File: config.mk
export PLATFORM = sky130hd
export DESIGN_NAME = instr_mem_loader_flat
export DESIGN_NICKNAME = d
export VERILOG_FILES = /design/src/rtl/instr_mem_loader_pkg.sv /design/src/rtl/instr_mem_loader_if.sv /design/src/rtl/instr_field_encoder.sv /design/src/rtl/instr_mem_loader.sv /design/src/flat_wrapper.sv
export SDC_FILE = /design/constraint.sdc
export NUM_CORES = 1
export LEC_CHECK = 0
export ABC_AREA = 1
export CAP_MARGIN = 10
export CORE_UTILIZATION = 43
export CTS_BUF_LIST = sky130_fd_sc_hd__clkbuf_4 sky130_fd_sc_hd__clkbuf_8 sky130_fd_sc_hd__clkbuf_16
export CTS_CLUSTER_SIZE = 20
export DETAILED_ROUTE_END_ITERATION = 8
export MAX_ROUTING_LAYER = met4
export PLACE_DENSITY = 0.9
export SYNTH_ARGS = -nofsm -noshare
export SYNTH_HDL_FRONTEND = slang
export SYNTH_SLANG_ARGS = --single-unit
File: constraint.sdc
create_clock -name clk_i -period 2.45 [get_ports clk_i]
set_input_delay 0.6125 -clock clk_i [delete_from_list [all_inputs] [get_ports clk_i]]
set_output_delay 0.6125 -clock clk_i [all_outputs]
set_load 0.01 [all_outputs]
File: src/rtl/instr_mem_loader_pkg.sv
// Shared constants for the instruction loader: RV32 opcodes, bundle type codes,
// loader state encoding and the word-index to byte-address helper.
package instr_mem_loader_pkg;

  localparam logic [6:0] opcode_R = 7'b0110011;
  localparam logic [6:0] opcode_I = 7'b0010011;

  localparam logic TYPE_R = 1'b0;
  localparam logic TYPE_I = 1'b1;

  typedef enum logic [1:0] {
    ST_IDLE = 2'd0,
    ST_LOAD = 2'd1,
    ST_DONE = 2'd2
  } state_t;

  function automatic logic [31:0] byte_addr(input logic [31:0] word_idx);
    return word_idx << 2;
  endfunction

endpackage

File: src/rtl/instr_mem_loader_if.sv
// Decoded field bundle with valid/ready handshake between a producer and the loader.
interface instr_mem_loader_if;
  logic        in_valid_i;
  logic        in_ready_o;
  logic        type_i;
  logic [4:0]  rd_i;
  logic [4:0]  rs1_i;
  logic [4:0]  rs2_i;
  logic [2:0]  funct3_i;
  logic [6:0]  funct7_i;
  logic [11:0] imm_i;

  modport master (
    output in_valid_i, type_i, rd_i, rs1_i, rs2_i, funct3_i, funct7_i, imm_i,
    input  in_ready_o
  );

  modport slave (
    input  in_valid_i, type_i, rd_i, rs1_i, rs2_i, funct3_i, funct7_i, imm_i,
    output in_ready_o
  );
endinterface

File: src/rtl/instr_field_encoder.sv
// Combinational packer: R-type or I-type field bundle to a 32-bit RV32 instruction word.
module instr_field_encoder
  import instr_mem_loader_pkg::*;
(
  input  logic        type_i,
  input  logic [4:0]  rd_i,
  input  logic [4:0]  rs1_i,
  input  logic [4:0]  rs2_i,
  input  logic [2:0]  funct3_i,
  input  logic [6:0]  funct7_i,
  input  logic [11:0] imm_i,
  output logic [31:0] word_o
);

  // imm sits in [31:20] untouched; srai's funct7 bits arrive pre-packed in imm[11:5]
  always_comb begin
    word_o = {funct7_i, rs2_i, rs1_i, funct3_i, rd_i, opcode_R};
    if (type_i == TYPE_I) begin
      word_o = {imm_i, rs1_i, funct3_i, rd_i, opcode_I};
    end
  end

endmodule

File: src/rtl/instr_mem_loader.sv
// Session-based instruction memory writer: packs accepted field bundles and writes
// them to consecutive word addresses from 0, one registered write per transfer.
module instr_mem_loader
  import instr_mem_loader_pkg::*;
#(
  parameter int DEPTH = 256,
  parameter int CNT_W = $clog2(DEPTH) + 1
) (
  input  logic             clk_i,
  input  logic             rst_i,
  input  logic             start_i,
  input  logic             finish_i,
  instr_mem_loader_if.slave bus,
  output logic             mem_we_o,
  output logic [31:0]      mem_addr_o,
  output logic [31:0]      mem_data_o,
  output logic [CNT_W-1:0] count_o,
  output logic             busy_o,
  output logic             done_o,
  output logic             overflow_o
);

  state_t             r_state;
  state_t             w_state_nxt;
  logic [CNT_W-1:0]   r_cnt;
  logic               r_we;
  logic [31:0]        r_addr;
  logic [31:0]        r_data;
  logic               r_ovf;
  logic [31:0]        w_word;
  logic               w_full;
  logic               w_ready;
  logic               w_xfer;
  logic               w_open;

  instr_field_encoder u_enc (
    .type_i   (bus.type_i),
    .rd_i     (bus.rd_i),
    .rs1_i    (bus.rs1_i),
    .rs2_i    (bus.rs2_i),
    .funct3_i (bus.funct3_i),
    .funct7_i (bus.funct7_i),
    .imm_i    (bus.imm_i),
    .word_o   (w_word)
  );

  // Ready comes only from registered state so it never loops back through in_valid
  assign w_full  = (r_cnt == CNT_W'(DEPTH));
  assign w_ready = (r_state == ST_LOAD) && !w_full;
  assign w_xfer  = bus.in_valid_i && w_ready;
  assign w_open  = start_i && (r_state != ST_LOAD);

  always_comb begin
    w_state_nxt = r_state;
    case (r_state)
      ST_IDLE: if (start_i)  w_state_nxt = ST_LOAD;
      ST_LOAD: if (finish_i) w_state_nxt = ST_DONE;
      ST_DONE: if (start_i)  w_state_nxt = ST_LOAD;
      default: w_state_nxt = ST_IDLE;
    endcase
  end

  always_ff @(posedge clk_i) begin
    if (rst_i) begin
      r_state <= ST_IDLE;
      r_cnt   <= '0;
      r_we    <= 1'b0;
      r_addr  <= '0;
      r_data  <= '0;
      r_ovf   <= 1'b0;
    end else begin
      r_state <= w_state_nxt;
      r_we    <= w_xfer;
      if (w_xfer) begin
        r_addr <= byte_addr(32'(r_cnt));
        r_data <= w_word;
        r_cnt  <= r_cnt + 1'b1;
      end
      // A session open and a transfer are mutually exclusive: transfers need LOAD
      if (w_open) begin
        r_cnt <= '0;
        r_ovf <= 1'b0;
      end else if ((r_state == ST_LOAD) && bus.in_valid_i && w_full) begin
        r_ovf <= 1'b1;
      end
    end
  end

  assign bus.in_ready_o = w_ready;
  assign mem_we_o       = r_we;
  assign mem_addr_o     = r_addr;
  assign mem_data_o     = r_data;
  assign count_o        = r_cnt;
  assign busy_o         = (r_state == ST_LOAD);
  assign done_o         = (r_state == ST_DONE);
  assign overflow_o     = r_ovf;

endmodule

File: src/flat_wrapper.sv
// flat-port wrapper written by rule: the top's interface ports become plain ports
module instr_mem_loader_flat import instr_mem_loader_pkg::*;
#(
  parameter int DEPTH = 256,
  parameter int CNT_W = $clog2(DEPTH) + 1
)
  (clk_i, rst_i, start_i, finish_i, mem_we_o, mem_addr_o, mem_data_o, count_o, busy_o, done_o, overflow_o, bus_in_valid_i, bus_type_i, bus_rd_i, bus_rs1_i, bus_rs2_i, bus_funct3_i, bus_funct7_i, bus_imm_i, bus_in_ready_o);
  instr_mem_loader_if bus_i ();
  input  logic clk_i;
  input  logic rst_i;
  input  logic start_i;
  input  logic finish_i;
  output logic mem_we_o;
  output logic [31:0] mem_addr_o;
  output logic [31:0] mem_data_o;
  output logic [CNT_W-1:0] count_o;
  output logic busy_o;
  output logic done_o;
  output logic overflow_o;
  input wire logic [$bits(bus_i.in_valid_i)-1:0] bus_in_valid_i;
  input wire logic [$bits(bus_i.type_i)-1:0] bus_type_i;
  input wire logic [$bits(bus_i.rd_i)-1:0] bus_rd_i;
  input wire logic [$bits(bus_i.rs1_i)-1:0] bus_rs1_i;
  input wire logic [$bits(bus_i.rs2_i)-1:0] bus_rs2_i;
  input wire logic [$bits(bus_i.funct3_i)-1:0] bus_funct3_i;
  input wire logic [$bits(bus_i.funct7_i)-1:0] bus_funct7_i;
  input wire logic [$bits(bus_i.imm_i)-1:0] bus_imm_i;
  output wire logic [$bits(bus_i.in_ready_o)-1:0] bus_in_ready_o;
  assign bus_i.in_valid_i = bus_in_valid_i;
  assign bus_i.type_i = bus_type_i;
  assign bus_i.rd_i = bus_rd_i;
  assign bus_i.rs1_i = bus_rs1_i;
  assign bus_i.rs2_i = bus_rs2_i;
  assign bus_i.funct3_i = bus_funct3_i;
  assign bus_i.funct7_i = bus_funct7_i;
  assign bus_i.imm_i = bus_imm_i;
  assign bus_in_ready_o = bus_i.in_ready_o;
  instr_mem_loader #(.DEPTH(DEPTH), .CNT_W(CNT_W)) u_core (.clk_i(clk_i), .rst_i(rst_i), .start_i(start_i), .finish_i(finish_i), .bus(bus_i), .mem_we_o(mem_we_o), .mem_addr_o(mem_addr_o), .mem_data_o(mem_data_o), .count_o(count_o), .busy_o(busy_o), .done_o(done_o), .overflow_o(overflow_o));
endmodule
### After elaboration in Yosys (flattened, before gate mapping)

Index checks and enable logic that the tools add are counted.

* register bits: 54
* input port bits: 43
* output and inout bits: 78
* logic and storage cells: 27

* reductions and logical operators: 10
* eq/ne operators: 6
* mux-type cells: 4
* $add $sub $neg: 1

Operator list (count)
* 32-bit two-way mux: 1
* 9-bit by 1-bit adder with 9-bit output (second input constant): 1
* 9-bit equality test (second input constant): 1
* 1-bit logical AND: 5
* 2-bit two-way mux: 2
* 2-bit by 1-bit != test with 1-bit output (second input constant): 2
* 2-bit one-hot mux with 2 select lines: 1
* 2-bit OR reduction: 2
* 2-bit by 1-bit equality test with 1-bit output (second input constant): 1
* 2-bit equality test (second input constant): 1
* 2-bit logical NOT: 1
* 2-bit != test (second input constant): 1
* 2-bit AND reduction: 1
* 1-bit logical NOT: 1

### Longest topological paths before layout

* depth in word-level cells: 4
* mapped depth: 10
* mapped depth without buffers: 9

### Cells and area by module

Synthesis repeated with hierarchy kept, for this count alone.

* cells, all modules: 389
* area total of the unflattened synthesis: 2713.9 sq um

By module, submodules not included
* instr_mem_loader: area each 2406.1 sq um, cells each 329, sequential area each 1081.0 sq um, times used 1
* instr_field_encoder: area each 307.8 sq um, cells each 60, sequential area each 0.0 sq um, times used 1

### Worst setup path before layout

No wires, ideal clock.

* path kind: reg-to-output
* from: register u_core.r_cnt[0] (netlist: u_core.count_o[0])
* to: output port bus_in_ready_o
* path buffers: 0
* data arrival time: 1.151 ns
* required time: 1.837 ns
* setup slack: 0.687 ns
* stages on the path, launching flop included: 8
* cell sequence: dfxtp_1 > inv_1 > ha_1 > nand2_1 > inv_1 > nand2_1 > nor2_2 > nor2_1

* cells in the longest elaborated chain, start to end: 3

Ends and longest elaborated chain
* from (decl): line instr_mem_loader.sv:25 `logic [CNT_W-1:0] r_cnt;`
* from (signal assigned): line instr_mem_loader.sv:77 `r_cnt <= r_cnt + 1'b1;`
* 9-bit equality test: line instr_mem_loader.sv:48 `assign w_full = (r_cnt == CNT_W'(DEPTH));`
* 1-bit logical NOT: line instr_mem_loader.sv:49 `assign w_ready = (r_state == ST_LOAD) && !w_full;`
* 1-bit logical AND: line instr_mem_loader.sv:49
* to (decl): line flat_wrapper.sv:28 `output wire logic [$bits(bus_i.in_ready_o)-1:0] bus_in_ready_o;`

No other way between the ends.

### Worst setup path in the final report

Ends and elaborated chain as after synthesis.

==> reports/qor.yml <==
run_status:
  outcome: "finished clean"
cells_and_area:
  final_nets: 483
  post-route-util_pct: 65.1
  area_growth_pct: 42.7
  design_area_mm2: 0.00341
  layout_commonest_cell: "clkdlybuf4s50_1"
  final_cell_mix: "clkdlybuf4s50_1, nor2_1, nand2_1"
  drive_gt1_share_pct: 6.83
  diodes: 0
critical_path:
  ff2ff_setup_slack_ps: 930
  crit_fanout: 3
  cp_num_cells: 8
  slowest_delay_ps: 320
  crit_chain: "inv_1, ha_1, nand2_1, inv_1, nand2_1, nor2_2, nor2_1, dlymetal6s2s_1"
  crit_slowest_cell: "dfxtp_1"
  r2r_cells: 10
  required_ps: 1840
  path_buf_inv: 3
  cp-end-kind: "output pin"
  worstPathArrival_ps: 1510
  critPathLaunchType: "register"
  r2r-start: "u_core.count_o[0]"
  worstSetupStartpoint: "u_core.count_o[0]"
  worstReg2RegEnd: "u_core.mem_addr_o[9]"
  crit_type: "reg -> out"
  path_delay_family: "simple AND/OR/NAND/NOR gates"
routing:
  wl_mm: 5.85
  drcViolationCount: 0
  via_count: 2389
  routed_via_density: 4.69
  wl_per_cell_um: 11.5
  ant_nets: 0
  drtPass1Iterations: 4
  drtIter0Drc: 150
floorplanning:
  pin_count: 121
  die_x_um: 76.5
  dieHeight_um: 76.5
  coreArea_mm2: 0.00524
  start_util_pct: 45.6
  rows: 26
  dieArea_mm2: 0.00586
timing:
  finalHoldViolations: 0
  fmax_ghz: 0.472
  drv_slew: 0
  rsz0062_at_grt: "false"
  finalClockSkew_ps: 6.95
  finalCriticalPeriod_ps: 2120
  finalCritPeriodShare_pct: 86.5
  setup_viol: 0
  fin_setup_tns_ps: 0
min_path:
  hp-start: "u_core.mem_data_o[10]"
  hold_class: "reg -> reg"
  hold_depth: 2
  min_to: "u_core.mem_data_o[10]"
grt:
  antenna_found_initial: 0
  grt_max_degree: 45
  grtUsageTotal_pct: 20.8
  gr-total-overflow: 0
  grt_pass1_vias: 2132
  grt_pass1_wl_mm: 9.56
clocking:
  worstSkewPairLatency_ps: 290
  tritoncts: "done"
  clockRootBuffer: "clkbuf_8"
  cts_max_path_buffers: 2
  cts_made_buffers: 5
  htree_levels: 2
  clkSinkCount: 49
  path_clk_slew_ps: 90
  cts_setup_buffers: 0
pwr:
  leakage_nw: 1.41
  powerDensity_mw_per_mm2: 563
  peakVddDrop_uv: 360
placed_design:
  dpl.hpwl_mm: 4.31
  dpl_cell_area_mm2: 0.00327
  gp_congestion: 0.866
  port_buffers: 94
yosys:
  synth.cell_area_mm2: 0.00239
  postSynthCellCount: 346
  yosysUniqueCellTypes: 25
  ys_seq_elements: 49
  avgSynthCellArea_um2: 6.90
  ys_warn_count: 0
  ys_seq_area_share_pct: 41.1
job:
  cap_violations: 0
routing by layer:
metal | global-route usage, % | vias up | routed length [um] | part of all wire, %
li1 | - | 1206 | - | -
met4 | 6.54 | 0 | 66 | 1.1
met3 | 4.07 | 6 | 320 | 5.5
met1 | 24.3 | 1077 | 2530 | 43
met5 | - | - | 0 | 0
met2 | 35.9 | 100 | 2940 | 50
synth_stat cells:
master | instances | area, um2
buf_4 | 28 | 210
nand4_1 | 2 | 12.5
ha_1 | 2 | 25.0
a21oi_1 | 11 | 55.1
clkinv_1 | 1 | 3.75
dfxtp_1 | 49 | 981
buf_2 | 5 | 25.0
nand2_8 | 1 | 20.0
a21oi_2 | 1 | 8.76
nand3_1 | 11 | 55.1
o21ai_1 | 30 | 150
clkbuf_1 | 4 | 15.0
nand2_4 | 1 | 11.3
nand2_1 | 78 | 293
buf_1 | 1 | 3.75
buf_6 | 5 | 56.3
nor2_2 | 4 | 25.0
conb_1 | 1 | 3.75
inv_2 | 4 | 15.0
o22ai_1 | 1 | 6.26
nor2_1 | 86 | 323
inv_1 | 13 | 48.8
xor2_1 | 1 | 8.76
nand2_2 | 2 | 12.5
o21ai_0 | 4 | 20.0
worst register-to-register path: cells and delay by family (launching register included):
kind | cells | cell delay [ps]
and+or+nand+nor | 6 | 560
buffers and inverters | 3 | 370
DFF | 1 | 320
adders and majority gates | 1 | 160
through the flow:
stage                     cells  power [W]  hold slack, ps  worst slack, ps
final                       509    0.00192             487              330
after global routing        509    0.00202             508              275
after CTS                   509    0.00194             491             3.93
after detailed placement    501    0.00127             468              349
after global placement      501    0.00126             454              389
after floorplan             371    0.00110             437              687
area by class of cell:
cell class                      instances  area (um2)
Inverter                               18        67.6
Sequential cell                        49         981
Tap cell                               70        87.6
Clock buffer                            5        68.8
Clock inverter                          3        65.1
Timing Repair Buffer                  103        1010
Multi-Input combinational cell        261        1130
Fill cell                             474        1830
report_power, final:
part / total (W) / leakage (nW) / internal [W] / switching [W]
clock network: 0.000670 / 0.0681 / 0.000405 / 0.000265
logic: 0.000382 / 0.946 / 0.000197 / 0.000185
registers: 0.000868 / 0.400 / 0.000843 / 0.0000250
kinds of logic after synthesis:
family	Yosys count	share of synthesized area, %
xor gates and xnor gates	1	0.367
AOI/OAI and AO/OA	47	10.1
buffers and inverters	61	15.8
other	1	0.157
adders and majority gates	2	1.05
DFF	49	41.1
and+or+nand+nor	185	31.5
state kept, by name, summed over array words and instances, names as in the netlist:
| signal | flops |
|---|---|
| u_core.mem_data_o | 27 |
| u_core.count_o | 9 |
| u_core.mem_addr_o | 9 |
| u_core.r_state | 2 |
| u_core.mem_we_o | 1 |
| u_core.overflow_o | 1 |
worst max path at each step:
stage,endpoint
3_3_place_gp,bus_in_ready_o
2_1_floorplan,bus_in_ready_o
5_1_grt,bus_in_ready_o
6_report,bus_in_ready_o
4_1_cts,bus_in_ready_o
3_5_place_dp,bus_in_ready_o
repair_timing:
| item | 4_1_cts | 5_1_grt |
|---|---|---|
| hold endpoints to repair | 0 | 0 |
| resized for setup | 0 | 1 |
| setup endpoints to repair | 0 | 1 |
| hold buffers | 0 | 0 |
No activity file was read; power rests on OpenSTA's default activity.
